File: config.mk
export PLATFORM = sky130hd
export DESIGN_NAME = vip_dataflow_ctrl_flat
export DESIGN_NICKNAME = d
export VERILOG_FILES = /design/src/rtl/vip_dataflow_if.sv /design/src/rtl/vip_dataflow_ctrl.sv /design/src/flat_wrapper.sv
export SDC_FILE = /design/constraint.sdc
export NUM_CORES = 1
export LEC_CHECK = 0
export BUFFER_PORTS_ARGS = -buffer_cell sky130_fd_sc_hd__buf_2
export CAP_MARGIN = 15
export CORE_MARGIN = 3
export CORE_UTILIZATION = 40
export CTS_CLUSTER_DIAMETER = 120
export DETAILED_ROUTE_END_ITERATION = 7
export GPL_TIMING_DRIVEN = 0
export PLACE_DENSITY_LB_ADDON = 0.15
export SLEW_MARGIN = 20
export SYNTH_ARGS = -nofsm -noshare
export SYNTH_HDL_FRONTEND = slang
export SYNTH_SLANG_ARGS = --single-unit
File: constraint.sdc
create_clock -name ap_clk -period 2 [get_ports ap_clk]
set_input_delay 0.1 -clock ap_clk [delete_from_list [all_inputs] [get_ports ap_clk]]
set_output_delay 0.1 -clock ap_clk [all_outputs]
set_load 0.02 [all_outputs]
File: src/rtl/vip_dataflow_if.sv
// Handshake bundle between the dataflow controller and its three stages
// (video input, processing loop, video output) plus the top-level handshake.
interface vip_dataflow_if;
    // top-level block handshake
    logic ap_start;
    logic ap_ready;
    logic ap_done;
    logic ap_idle;
    // stage 0: video input
    logic s0_start;
    logic s0_ready;
    logic s0_done;
    logic s0_idle;
    // stage 1: processing loop
    logic s1_start;
    logic s1_ready;
    logic s1_done;
    logic s1_idle;
    // stage 2: video output
    logic s2_start;
    logic s2_ready;
    logic s2_done;
    logic s2_idle;

    // controller side
    modport master (
        input  ap_start,
        output ap_ready, ap_done, ap_idle,
        output s0_start, input s0_ready, s0_done, s0_idle,
        output s1_start, input s1_ready, s1_done, s1_idle,
        output s2_start, input s2_ready, s2_done, s2_idle
    );

    // environment / stage side
    modport slave (
        output ap_start,
        input  ap_ready, ap_done, ap_idle,
        input  s0_start, output s0_ready, s0_done, s0_idle,
        input  s1_start, output s1_ready, s1_done, s1_idle,
        input  s2_start, output s2_ready, s2_done, s2_idle
    );
endinterface

File: src/rtl/vip_dataflow_ctrl.sv
// Dataflow controller for a three-stage video pipeline. Stages 0 and 1 are
// started together from ap_start; each start accepted by stage 1 becomes a
// token in a small start FIFO that launches stage 2. Also counts completed
// frames and flags a stall when no handshake activity happens for too long.
module vip_dataflow_ctrl #(
    parameter int START_FIFO_DEPTH = 2,
    parameter int FRAME_CNT_W      = 16,
    parameter int STALL_TIMEOUT    = 1024
) (
    input  logic                   ap_clk,
    input  logic                   ap_rst,
    vip_dataflow_if.master         bus,
    output logic [FRAME_CNT_W-1:0] frame_cnt,
    output logic                   stall
);

    localparam int TCNT_W  = $clog2(START_FIFO_DEPTH + 1);
    localparam int STALL_W = $clog2(STALL_TIMEOUT + 1);
    localparam logic [TCNT_W-1:0]  DEPTH   = TCNT_W'(START_FIFO_DEPTH);
    localparam logic [STALL_W-1:0] TIMEOUT = STALL_W'(STALL_TIMEOUT);

    logic               r0;
    logic               r1;
    logic [TCNT_W-1:0]  tcnt;
    logic [STALL_W-1:0] stall_cnt;
    logic [STALL_W-1:0] stall_cnt_next;
    logic               full;
    logic               push;
    logic               pop;
    logic               stall_clr;

    // Start gating, FIFO handshakes and status outputs are pure decode of state.
    assign full         = (tcnt == DEPTH);
    assign bus.ap_ready = (bus.s0_ready | r0) & (bus.s1_ready | r1);
    assign bus.s0_start = bus.ap_start & ~r0 & ~full;
    assign bus.s1_start = bus.ap_start & ~r1 & ~full;
    assign bus.s2_start = (tcnt != '0);
    assign push         = bus.s1_start & bus.s1_ready;
    assign pop          = bus.s2_start & bus.s2_ready;
    assign bus.ap_idle  = bus.s0_idle & bus.s1_idle & bus.s2_idle
                        & (tcnt == '0) & ~r0 & ~r1;
    assign stall_clr    = bus.ap_ready | push | pop
                        | bus.s0_done | bus.s1_done | bus.s2_done;

    // Remember which stage already reported ready until both have.
    always_ff @(posedge ap_clk or posedge ap_rst) begin
        if (ap_rst) begin
            r0 <= 1'b0;
            r1 <= 1'b0;
        end else begin
            // NOTE: non-blocking assignments keep every register sampling
            // pre-edge values, independent of statement order.
            r0 <= ~bus.ap_ready & (r0 | bus.s0_ready);
            r1 <= ~bus.ap_ready & (r1 | bus.s1_ready);
        end
    end

    // Start-token occupancy; simultaneous push and pop leave it unchanged.
    always_ff @(posedge ap_clk or posedge ap_rst) begin
        if (ap_rst) begin
            tcnt <= '0;
        end else begin
            case ({push, pop})
                2'b10:   tcnt <= tcnt + 1'b1;
                2'b01:   tcnt <= tcnt - 1'b1;
                default: tcnt <= tcnt;
            endcase
        end
    end

    // Frame completion: delayed done pulse and wrapping frame counter.
    always_ff @(posedge ap_clk or posedge ap_rst) begin
        if (ap_rst) begin
            bus.ap_done <= 1'b0;
            frame_cnt   <= '0;
        end else begin
            bus.ap_done <= bus.s2_done;
            if (bus.s2_done) begin
                frame_cnt <= frame_cnt + 1'b1;
            end
        end
    end

    // Watchdog next count: clear on activity or idle, else saturating count.
    always_comb begin
        // NOTE: default first so every path assigns and no latch is inferred.
        stall_cnt_next = stall_cnt;
        if (stall_clr || bus.ap_idle) begin
            stall_cnt_next = '0;
        end else if (stall_cnt != TIMEOUT) begin
            stall_cnt_next = stall_cnt + 1'b1;
        end
    end

    // Watchdog registers; the flag tracks the counter reaching the limit.
    always_ff @(posedge ap_clk or posedge ap_rst) begin
        if (ap_rst) begin
            stall_cnt <= '0;
            stall     <= 1'b0;
        end else begin
            stall_cnt <= stall_cnt_next;
            stall     <= (stall_cnt_next == TIMEOUT);
        end
    end

endmodule
File: src/flat_wrapper.sv
// flat-port wrapper written by rule: the top's interface ports become plain ports
module vip_dataflow_ctrl_flat 
#(
    parameter int START_FIFO_DEPTH = 2,
    parameter int FRAME_CNT_W      = 16,
    parameter int STALL_TIMEOUT    = 1024
)
  (ap_clk, ap_rst, frame_cnt, stall, bus_ap_start, bus_ap_ready, bus_ap_done, bus_ap_idle, bus_s0_start, bus_s0_ready, bus_s0_done, bus_s0_idle, bus_s1_start, bus_s1_ready, bus_s1_done, bus_s1_idle, bus_s2_start, bus_s2_ready, bus_s2_done, bus_s2_idle);
  vip_dataflow_if bus_i ();
  input  logic ap_clk;
  input  logic ap_rst;
  output logic [FRAME_CNT_W-1:0] frame_cnt;
  output logic stall;
  input wire logic [$bits(bus_i.ap_start)-1:0] bus_ap_start;
  output wire logic [$bits(bus_i.ap_ready)-1:0] bus_ap_ready;
  output wire logic [$bits(bus_i.ap_done)-1:0] bus_ap_done;
  output wire logic [$bits(bus_i.ap_idle)-1:0] bus_ap_idle;
  output wire logic [$bits(bus_i.s0_start)-1:0] bus_s0_start;
  input wire logic [$bits(bus_i.s0_ready)-1:0] bus_s0_ready;
  input wire logic [$bits(bus_i.s0_done)-1:0] bus_s0_done;
  input wire logic [$bits(bus_i.s0_idle)-1:0] bus_s0_idle;
  output wire logic [$bits(bus_i.s1_start)-1:0] bus_s1_start;
  input wire logic [$bits(bus_i.s1_ready)-1:0] bus_s1_ready;
  input wire logic [$bits(bus_i.s1_done)-1:0] bus_s1_done;
  input wire logic [$bits(bus_i.s1_idle)-1:0] bus_s1_idle;
  output wire logic [$bits(bus_i.s2_start)-1:0] bus_s2_start;
  input wire logic [$bits(bus_i.s2_ready)-1:0] bus_s2_ready;
  input wire logic [$bits(bus_i.s2_done)-1:0] bus_s2_done;
  input wire logic [$bits(bus_i.s2_idle)-1:0] bus_s2_idle;
  assign bus_i.ap_start = bus_ap_start;
  assign bus_ap_ready = bus_i.ap_ready;
  assign bus_ap_done = bus_i.ap_done;
  assign bus_ap_idle = bus_i.ap_idle;
  assign bus_s0_start = bus_i.s0_start;
  assign bus_i.s0_ready = bus_s0_ready;
  assign bus_i.s0_done = bus_s0_done;
  assign bus_i.s0_idle = bus_s0_idle;
  assign bus_s1_start = bus_i.s1_start;
  assign bus_i.s1_ready = bus_s1_ready;
  assign bus_i.s1_done = bus_s1_done;
  assign bus_i.s1_idle = bus_s1_idle;
  assign bus_s2_start = bus_i.s2_start;
  assign bus_i.s2_ready = bus_s2_ready;
  assign bus_i.s2_done = bus_s2_done;
  assign bus_i.s2_idle = bus_s2_idle;
  vip_dataflow_ctrl #(.START_FIFO_DEPTH(START_FIFO_DEPTH), .FRAME_CNT_W(FRAME_CNT_W), .STALL_TIMEOUT(STALL_TIMEOUT)) u_core (.ap_clk(ap_clk), .ap_rst(ap_rst), .bus(bus_i), .frame_cnt(frame_cnt), .stall(stall));
endmodule
==> results.cfg, run 1 <==
[status]
status = finished, final reports clean

[clock_tree]
clk_pin_slew_ns = 0.07
htreeDepth = 2
cts-root-buf = clkbuf_8
clk_latency_ns = 0.28
cts_buffers = 5
cts.sinks = 33
ctsLongestPathBuffers = 2
cts_tree = done

[die]
start_util = 0.422
die_area_um2 = 5100
io_pins = 35
core_area_um2 = 4060
die_w_um = 71.4
die_h_um = 71.4
rows = 23

[route]
viasPerCell = 5.03
wl_um = 3450
dr.pass1.iters = 4
drtAntennaViolNets = 0
vias = 1322
drtIter0Drc = 37
drc = 0
wire_per_inst_um = 13.1

[setup_path]
endpoint_kind = register
path_cells = ha_2 -> nand3_2 -> o41ai_1 -> a31oi_1 -> nor4bb_4
required_ns = 2.19
path_max_fanout = 7
max_stage_delay_ns = 0.44
crit_type = register to register
slowest_stage = dfrtp_1
critPathLaunchType = register
critPathArrivalTime_ns = 2.08

[layout]
num-nets-final = 228
layout_common_cells = buf_2 (37), dfrtp_1 (33), nor2_1 (24)
regArea_um2 = 826
final_common_cell = buf_2
fin_area_um2 = 2120
multiInputGateArea_um2 = 845
nFillCells = 358
area_growth_syn_to_layout_pct = 24.0
drive_above_1_share = 0.286
n_antenna_cell = 0
post-route-util = 0.523

[synthesis]
synth-seq-cells = 33
synth.net_count = 182
avgSynthCellArea_um2 = 10.3
syn-cell-area_um2 = 1710
yosysSeqAreaShare = 0.482
syn_inst = 166
yosys_warnings = 0
ys_types = 36

[timing]
period_needed_ns = 1.89
slew-limit-headroom = 0.537
maxSlewViolCount = 0
final_hold_viol_count = 0
max_freq_mhz = 530
setup_viol = 0
tightestPinTransition_ns = 0.693
fin_setup_tns_ns = 0
period_share = 0.944
rsz0062_at_grt = no
finalClockSkew_ns = 0.00400

[global_route]
overflow = 0
grt_pass1_wl_um = 6040
grt_max_degree = 34
antenna_found_initial = 0
grtUsageTotal = 0.147
grt_pass1_vias = 1300

[power]
switching_share = 0.317
power_density_nw_per_um2 = 950
p_clk_frac = 0.320
vdd_ir_drop_max_mv = 0.564
p_leak_nw = 0.976
intPower_mw = 1.38
comb_power_share = 0.241
power_switching_uw = 639
seqPwrFrac = 0.438

[min_path]
hold_class = input pin to register

[placed_design]
place.gp.congestion = 0.834
placed_area_um2 = 1950
dp.final_hpwl_um = 2390
io_buffers = 34

[job]
cap_violations = 0
-- stage by stage --
stage | std cells | hold WS [ns] | total power [mW] | setup slack (ns)
5_1_grt | 263 | 0.0128 | 2.14 | 0.00117
4_1_cts | 261 | 0.00443 | 2.04 | 0.0182
3_5_place_dp | 250 | 0.251 | 1.38 | 0.0441
2_1_floorplan | 166 | 0.131 | 1.21 | 0.303
3_3_place_gp | 250 | 0.274 | 1.36 | 0.0371
6_report | 263 | 0.0166 | 2.02 | 0.112
-- critical path, delay by kind of cell (launching register included) --
family	cells	cell delay (ns)
compound gates	2	0.59
simple gates	2	0.49
flops	1	0.44
fa+ha+maj	1	0.27
-- synth_stat cells, drive strengths merged --
cell    count  area, µm²
inv         8       30.0
and4bb      1       12.5
a22oi       1       7.51
nand4b      1       8.76
a21oi       1       5.00
o31ai       1       7.51
or4         1       7.51
nand3       6       35.0
or4b        1       10.0
a31oi       2       12.5
nor4bb      2       35.0
nand2b      2       20.0
nor2       25        101
and4        3       26.3
nor3        5       25.0
buf         4       26.3
nor3b       1       7.51
nand2      14       52.6
xnor2      19        166
nand4       8       50.1
ha          4       50.1
xor2        9       78.8
clkbuf      1       5.00
mux2i       1       10.0
and3        2       12.5
nor2b       1       6.26
mux2        2       22.5
nor4        1       21.3
o21ai       5       25.0
o41ai       1       8.76
dfrtp      33        826
-- flip-flops by register name (all words and copies together) (netlist names) --
name and count:
u_core.bus.ap_done 1, u_core.frame_cnt 16, u_core.r0 1, u_core.r1 1, u_core.stall 1, u_core.stall_cnt 11
u_core.tcnt 2
-- power by group through the flow --
stage                     logic (mW)  registers (mW)  clock network [mW]
after CTS                      0.493           0.886               0.664
final                          0.487           0.884               0.646
after global routing           0.539           0.902               0.698
after global placement         0.470           0.888                   0
after floorplan                0.252           0.961                   0
after detailed placement       0.486           0.897                   0
-- area by class of cell --
cell class / count / area share
plain buffers: 5 / 0.0147
clock buffers: 7 / 0.0407
clock inverters: 1 / 0.0141
inverters: 8 / 0.0141
multi-input cells: 120 / 0.398
flip-flops and latches: 33 / 0.389
well taps: 50 / 0.0295
repair buffers: 39 / 0.100
-- routing by layer --
metal  wire length (µm)  global-route usage  part of all wire  vias up
li1                   -                   -                 -      655
met1               1660               0.196              0.48      628
met2               1610               0.227              0.46       34
met3                155              0.0449             0.045        5
met4                 29              0.0501            0.0084        0
met5                  0                   0                 0        -
-- kinds of logic after synthesis --
kind of cell,Yosys count,synth area share
buf+inv,13,0.0358
fa+ha+maj,4,0.0292
flops,33,0.482
mux,3,0.0190
simple gates,74,0.252
compound gates,11,0.0387
xor+xnor,28,0.143
-- path summary, 6_finish.rpt --
path / from / end / slack (ns) / cells past startpoint
max in group asynchronous: ap_rst / u_core.r1$_DFF_PP0_ / 1.07 / 3
max reg2reg: u_core.stall_cnt[1]$_DFF_PP0_ / u_core.stall$_DFF_PP0_ / 0.11 / 5
max: u_core.stall_cnt[1]$_DFF_PP0_ / u_core.stall$_DFF_PP0_ / 0.11 / 5
min reg2reg: u_core.frame_cnt[15]$_DFFE_PP0P_ / u_core.frame_cnt[15]$_DFFE_PP0P_ / 0.47 / 1
min in group asynchronous: ap_rst / u_core.frame_cnt[9]$_DFFE_PP0P_ / 0.48 / 3
min: bus_s1_ready / u_core.r0$_DFF_PP0_ / 0.02 / 2
-- repair_timing --
item,4_1_cts,5_1_grt
resized for setup,0,5
hold buffers,2,0
buffers inserted,1,2
endpoints found under the hold margin,34,0
gates cloned,0,0
setup endpoints to repair,1,1
Note: power is estimated with default switching activity, not from simulation.
==> run 2: changes to the inputs <==
Settings changed: HOLD_SLACK_MARGIN set to 0.02.
==> run 2 against run 1 <==
Critical endpoint unchanged. Clock skew about the same. Setup slack did not move. Total power is 0.20% higher. Final cell count increased by 0.76%. Global-route usage increased by 0.12 points. Sequential cell count is the same. Highest routed layer unchanged. Core utilization up 0.49 points. Hold slack gained 0.30 ns. Register-to-register slack barely moved. Via count grew 0.53%.
==> results.cfg, run 2 (same netlist as run 1, synthesis figures left out) <==
[setup_path]
path_max_fanout = 7
crit_type = register to register
required_ns = 2.19
critPathLaunchType = register
endpoint_kind = register
critPathArrivalTime_ns = 2.08

[layout]
nFillCells = 356
top_register = u_core.frame_cnt
num-nets-final = 230
reg_top3 = u_core.frame_cnt x16, u_core.stall_cnt x11, u_core.tcnt x2
regArea_um2 = 826
finalNonFillerCells = 265
area_growth_syn_to_layout_pct = 25.1
largest_reg_flops = 16
drive_above_1_share = 0.284
n_antenna_cell = 0
final_common_cell = buf_2
layout_common_cells = buf_2 (37), dfrtp_1 (33), nor2_1 (24)
multiInputGateArea_um2 = 845

[timing]
final_hold_viol_count = 0
setup_viol = 0
hold_ws_ns = 0.319
period_needed_ns = 1.89
finalClockSkew_ns = 0.00407
maxSlewViolCount = 0
period_share = 0.944
fin_setup_tns_ns = 0
rsz0062_at_grt = no
slew-limit-headroom = 0.537
max_freq_mhz = 530
tightestPinTransition_ns = 0.693

[route]
drc = 0
dr.pass1.iters = 4
wl_um = 3480
viasPerCell = 5.02
drtAntennaViolNets = 0
drtIter0Drc = 43
vias = 1329
wire_per_inst_um = 13.1

[global_route]
grtUsageTotal = 0.148
grt_pass1_wl_um = 6080
grt_pass1_vias = 1312
grt_max_degree = 34
antenna_found_initial = 0
overflow = 0

[clock_tree]
cts-root-buf = clkbuf_8
htreeDepth = 2
cts.sinks = 33
cts_tree = done
cts_buffers = 5
ctsLongestPathBuffers = 2
clk_pin_slew_ns = 0.07
clk_latency_ns = 0.28

[power]
vdd_ir_drop_max_mv = 0.572
p_clk_frac = 0.320
comb_power_share = 0.243
intPower_mw = 1.38
power_density_nw_per_um2 = 943
power_switching_uw = 640
p_leak_nw = 0.984
seqPwrFrac = 0.437
switching_share = 0.317

[die]
die_h_um = 71.4
rows = 23
start_util = 0.422
die_area_um2 = 5100
die_w_um = 71.4
io_pins = 35
core_area_um2 = 4060

[placed_design]
io_buffers = 34
place.gp.congestion = 0.834
placedCellCount = 250
dp.final_hpwl_um = 2390

[job]
cap_violations = 0

[status]
status = finished, final reports clean

[min_path]
hold_class = input pin to register
==> run 2: per-layer routing <==
metal / part of all wire / track usage
met1: 0.48 / 0.196
met2: 0.47 / 0.231
met3: 0.046 / 0.0449
met4: 0.0083 / 0.0501
met5: 0 / 0
==> run 2: metrics by stage <==
stage | utilization | setup WS, ns | cell area, µm² | total power [mW]
floorplan | - | 0.303 | 1710 | 1.21
global placement | 0.479 | 0.0371 | 1950 | 1.36
detailed placement | 0.479 | 0.0441 | 1950 | 1.38
CTS | 0.520 | 0.0182 | 2110 | 2.05
global route | 0.528 | 0.00117 | 2140 | 2.14
finish | 0.528 | 0.112 | 2140 | 2.02
==> run 2: power by group through the flow <==
| stage | clock network (mW) | registers (mW) | logic (mW) |
|---|---|---|---|
| final | 0.647 | 0.884 | 0.490 |
| after global routing | 0.698 | 0.902 | 0.542 |
| after CTS | 0.664 | 0.886 | 0.496 |
| after detailed placement | 0 | 0.897 | 0.486 |
| after global placement | 0 | 0.888 | 0.470 |
| after floorplan | 0 | 0.961 | 0.252 |
==> run 2: final timing paths <==
check / from / end / slack (ns) / depth (start not counted)
max: u_core.stall_cnt[1]$_DFF_PP0_ / u_core.stall$_DFF_PP0_ / 0.11 / 5
min: bus_s2_ready / u_core.tcnt[0]$_DFFE_PP0P_ / 0.32 / 5
max reg2reg: u_core.stall_cnt[1]$_DFF_PP0_ / u_core.stall$_DFF_PP0_ / 0.11 / 5
min reg2reg: u_core.frame_cnt[15]$_DFFE_PP0P_ / u_core.frame_cnt[15]$_DFFE_PP0P_ / 0.47 / 1
max in group asynchronous: ap_rst / u_core.r1$_DFF_PP0_ / 1.08 / 3
min in group asynchronous: ap_rst / u_core.frame_cnt[9]$_DFFE_PP0P_ / 0.48 / 3
==> run 2: worst max-delay path, cell delays in order (launching register included) <==
cell	delay [ns]
dfrtp_1	0.44
ha_2	0.27
nand3_2	0.18
o41ai_1	0.40
a31oi_1	0.19
nor4bb_4	0.31
==> run 2: final cells by class <==
| type | instances | area share |
|---|---|---|
| Tap cell | 50 | 0.0292 |
| Timing Repair Buffer | 41 | 0.109 |
| Clock buffer | 7 | 0.0403 |
| Clock inverter | 1 | 0.0140 |
| Inverter | 8 | 0.0140 |
| Sequential cell | 33 | 0.385 |
| Buffer | 5 | 0.0146 |
| Multi-Input combinational cell | 120 | 0.394 |
==> run 2: repair_timing <==
| item | CTS | global route |
|---|---|---|
| hold buffers | 4 | 0 |
| setup endpoints to repair | 1 | 1 |
| endpoints found under the hold margin | 36 | 0 |
| setup buffers | 1 | 2 |
| gates resized for setup | 0 | 5 |
==> run 3: changes to the inputs <==
Settings changed: CORE_ASPECT_RATIO set to 0.8.
==> run 3 against run 2 <==
Critical path depth grew 2. Sequential power is essentially flat. Hold slack lost 0.0048 ns. Count of clock-buffer cells in the layout is the same. First-iteration DRC count grew 130%. Critical path type unchanged. Critical endpoint unchanged. Via count shrank 0.60%. Die area is essentially flat. Global-route usage shrank 0.61 points. Maximum frequency is essentially flat.
==> results.cfg, run 3 (same netlist as run 1, synthesis figures left out) <==
[layout]
layout_common_cells = buf_2 (37), dfrtp_1 (33), nor2_1 (23)
nFillCells = 374
regArea_um2 = 826
top_register = u_core.frame_cnt
finalNonFillerCells = 267
largest_reg_flops = 16
reg_top3 = u_core.frame_cnt x16, u_core.stall_cnt x11, u_core.tcnt x2
n_antenna_cell = 0
fin_area_um2 = 2120
area_growth_syn_to_layout_pct = 24.0
final_common_cell = buf_2
drive_above_1_share = 0.274
num-nets-final = 227
multiInputGateArea_um2 = 841

[power]
comb_power_share = 0.240
power_switching_uw = 623
vdd_ir_drop_max_mv = 0.670
p_clk_frac = 0.317
seqPwrFrac = 0.443
intPower_mw = 1.38
power_mw = 2.00
switching_share = 0.312
p_leak_nw = 0.977
power_density_nw_per_um2 = 941

[setup_path]
endpoint_kind = register
crit_type = register to register
crit_family = simple AND/OR/NAND/NOR gates
max_stage_delay_ns = 0.43
path_cells = inv_1 -> ha_1 -> and4bb_2 -> nand3_2 -> mux2i_1 -> o21ai_0 -> nor4bb_4
required_ns = 2.19
slowest_stage = dfrtp_1
path_max_fanout = 6
critPathLaunchType = register
r2r_slack_ns = 0.11
critPathArrivalTime_ns = 2.07
worst-path-buf-inv = 1

[global_route]
grt_pass1_wl_um = 5680
overflow = 0
grtUsageTotal = 0.142
grt_max_degree = 34
antenna_found_initial = 0
grt_pass1_vias = 1300

[timing]
maxSlewViolCount = 0
hold_ws_ns = 0.314
finalClockSkew_ns = 0.00309
setup_viol = 0
rsz0062_at_grt = no
max_freq_mhz = 530
period_needed_ns = 1.89
final_hold_viol_count = 0
period_share = 0.944
slew-limit-headroom = 0.542
tightestPinTransition_ns = 0.686
fin_setup_tns_ns = 0

[route]
drtIter0Drc = 97
drc = 0
drtAntennaViolNets = 0
vias = 1321
dr.pass1.iters = 4
wire_per_inst_um = 12.2
viasPerCell = 4.95
wl_um = 3260

[placed_design]
io_buffers = 34
place.gp.congestion = 0.909
dp.final_hpwl_um = 2350
placed_area_um2 = 1950
placedCellCount = 255

[clock_tree]
cts_buffers = 5
clk_pin_slew_ns = 0.07
htreeDepth = 2
cts-root-buf = clkbuf_8
post_cts_buffers = 0
clk_latency_ns = 0.28
cts.sinks = 33
cts_tree = done
ctsLongestPathBuffers = 2

[min_path]
hold_class = input pin to register

[job]
cap_violations = 0

[die]
rows = 20
start_util = 0.433
die_w_um = 79.2
die_h_um = 64.5
die_area_um2 = 5110
io_pins = 35
core_area_um2 = 3950

[status]
status = finished, final reports clean
==> run 3: worst paths after layout <==
path / start / endpoint / cells past startpoint
max reg2reg: u_core.stall_cnt[0]$_DFF_PP0_ / u_core.stall$_DFF_PP0_ / 7
min in group asynchronous: ap_rst / u_core.frame_cnt[10]$_DFFE_PP0P_ / 3
max in group asynchronous: ap_rst / u_core.tcnt[1]$_DFFE_PP0P_ / 3
min: bus_ap_start / u_core.tcnt[0]$_DFFE_PP0P_ / 4
max: u_core.stall_cnt[0]$_DFF_PP0_ / u_core.stall$_DFF_PP0_ / 7
min reg2reg: u_core.frame_cnt[15]$_DFFE_PP0P_ / u_core.frame_cnt[15]$_DFFE_PP0P_ / 1
==> run 3: routing by layer <==
layer	vias up	GRT usage	routed length, µm
met3	8	0.0417	216
li1	653	-	-
met4	0	0.0601	49
met2	46	0.228	1510
met1	614	0.178	1490
met5	-	0	0
==> run 3: per-stage QoR <==
stage               setup WS, ns  utilization
CTS                       0.0475        0.533
global route             0.00236        0.537
floorplan                  0.303            -
finish                     0.112        0.537
detailed placement        0.0768        0.494
global placement          0.0540        0.494
==> run 3: layout make-up <==
type | instances | share of cell area
multi-input cells | 120 | 0.396
clock buffers | 7 | 0.0407
well taps | 55 | 0.0324
flip-flops and latches | 33 | 0.389
inverters | 8 | 0.0141
clock inverters | 1 | 0.0141
plain buffers | 5 | 0.0147
repair buffers | 38 | 0.0990
==> run 3: timing repair <==
item	CTS	global route
endpoints found under the hold margin	36	0
setup endpoints to repair	0	1
gates resized for setup	0	3
hold buffers	4	0
==> run 3: power groups by stage <==
stage	combinational [mW]	sequential, mW	clock [mW]
2_1_floorplan	0.252	0.961	0
3_3_place_gp	0.472	0.888	0
3_5_place_dp	0.481	0.897	0
4_1_cts	0.488	0.886	0.656
5_1_grt	0.535	0.899	0.689
6_report	0.480	0.885	0.634
==> run 3: worst register-to-register path: cells and delay by family (launching register included) <==
| family | cells | cell delay (ns) |
|---|---|---|
| AO/OA/AOI/OAI | 1 | 0.18 |
| multiplexers | 1 | 0.23 |
| flip-flops | 1 | 0.43 |
| buffers and inverters | 1 | 0.09 |
| adder cells (fa/ha/maj) | 1 | 0.20 |
| AND/OR/NAND/NOR | 3 | 0.67 |
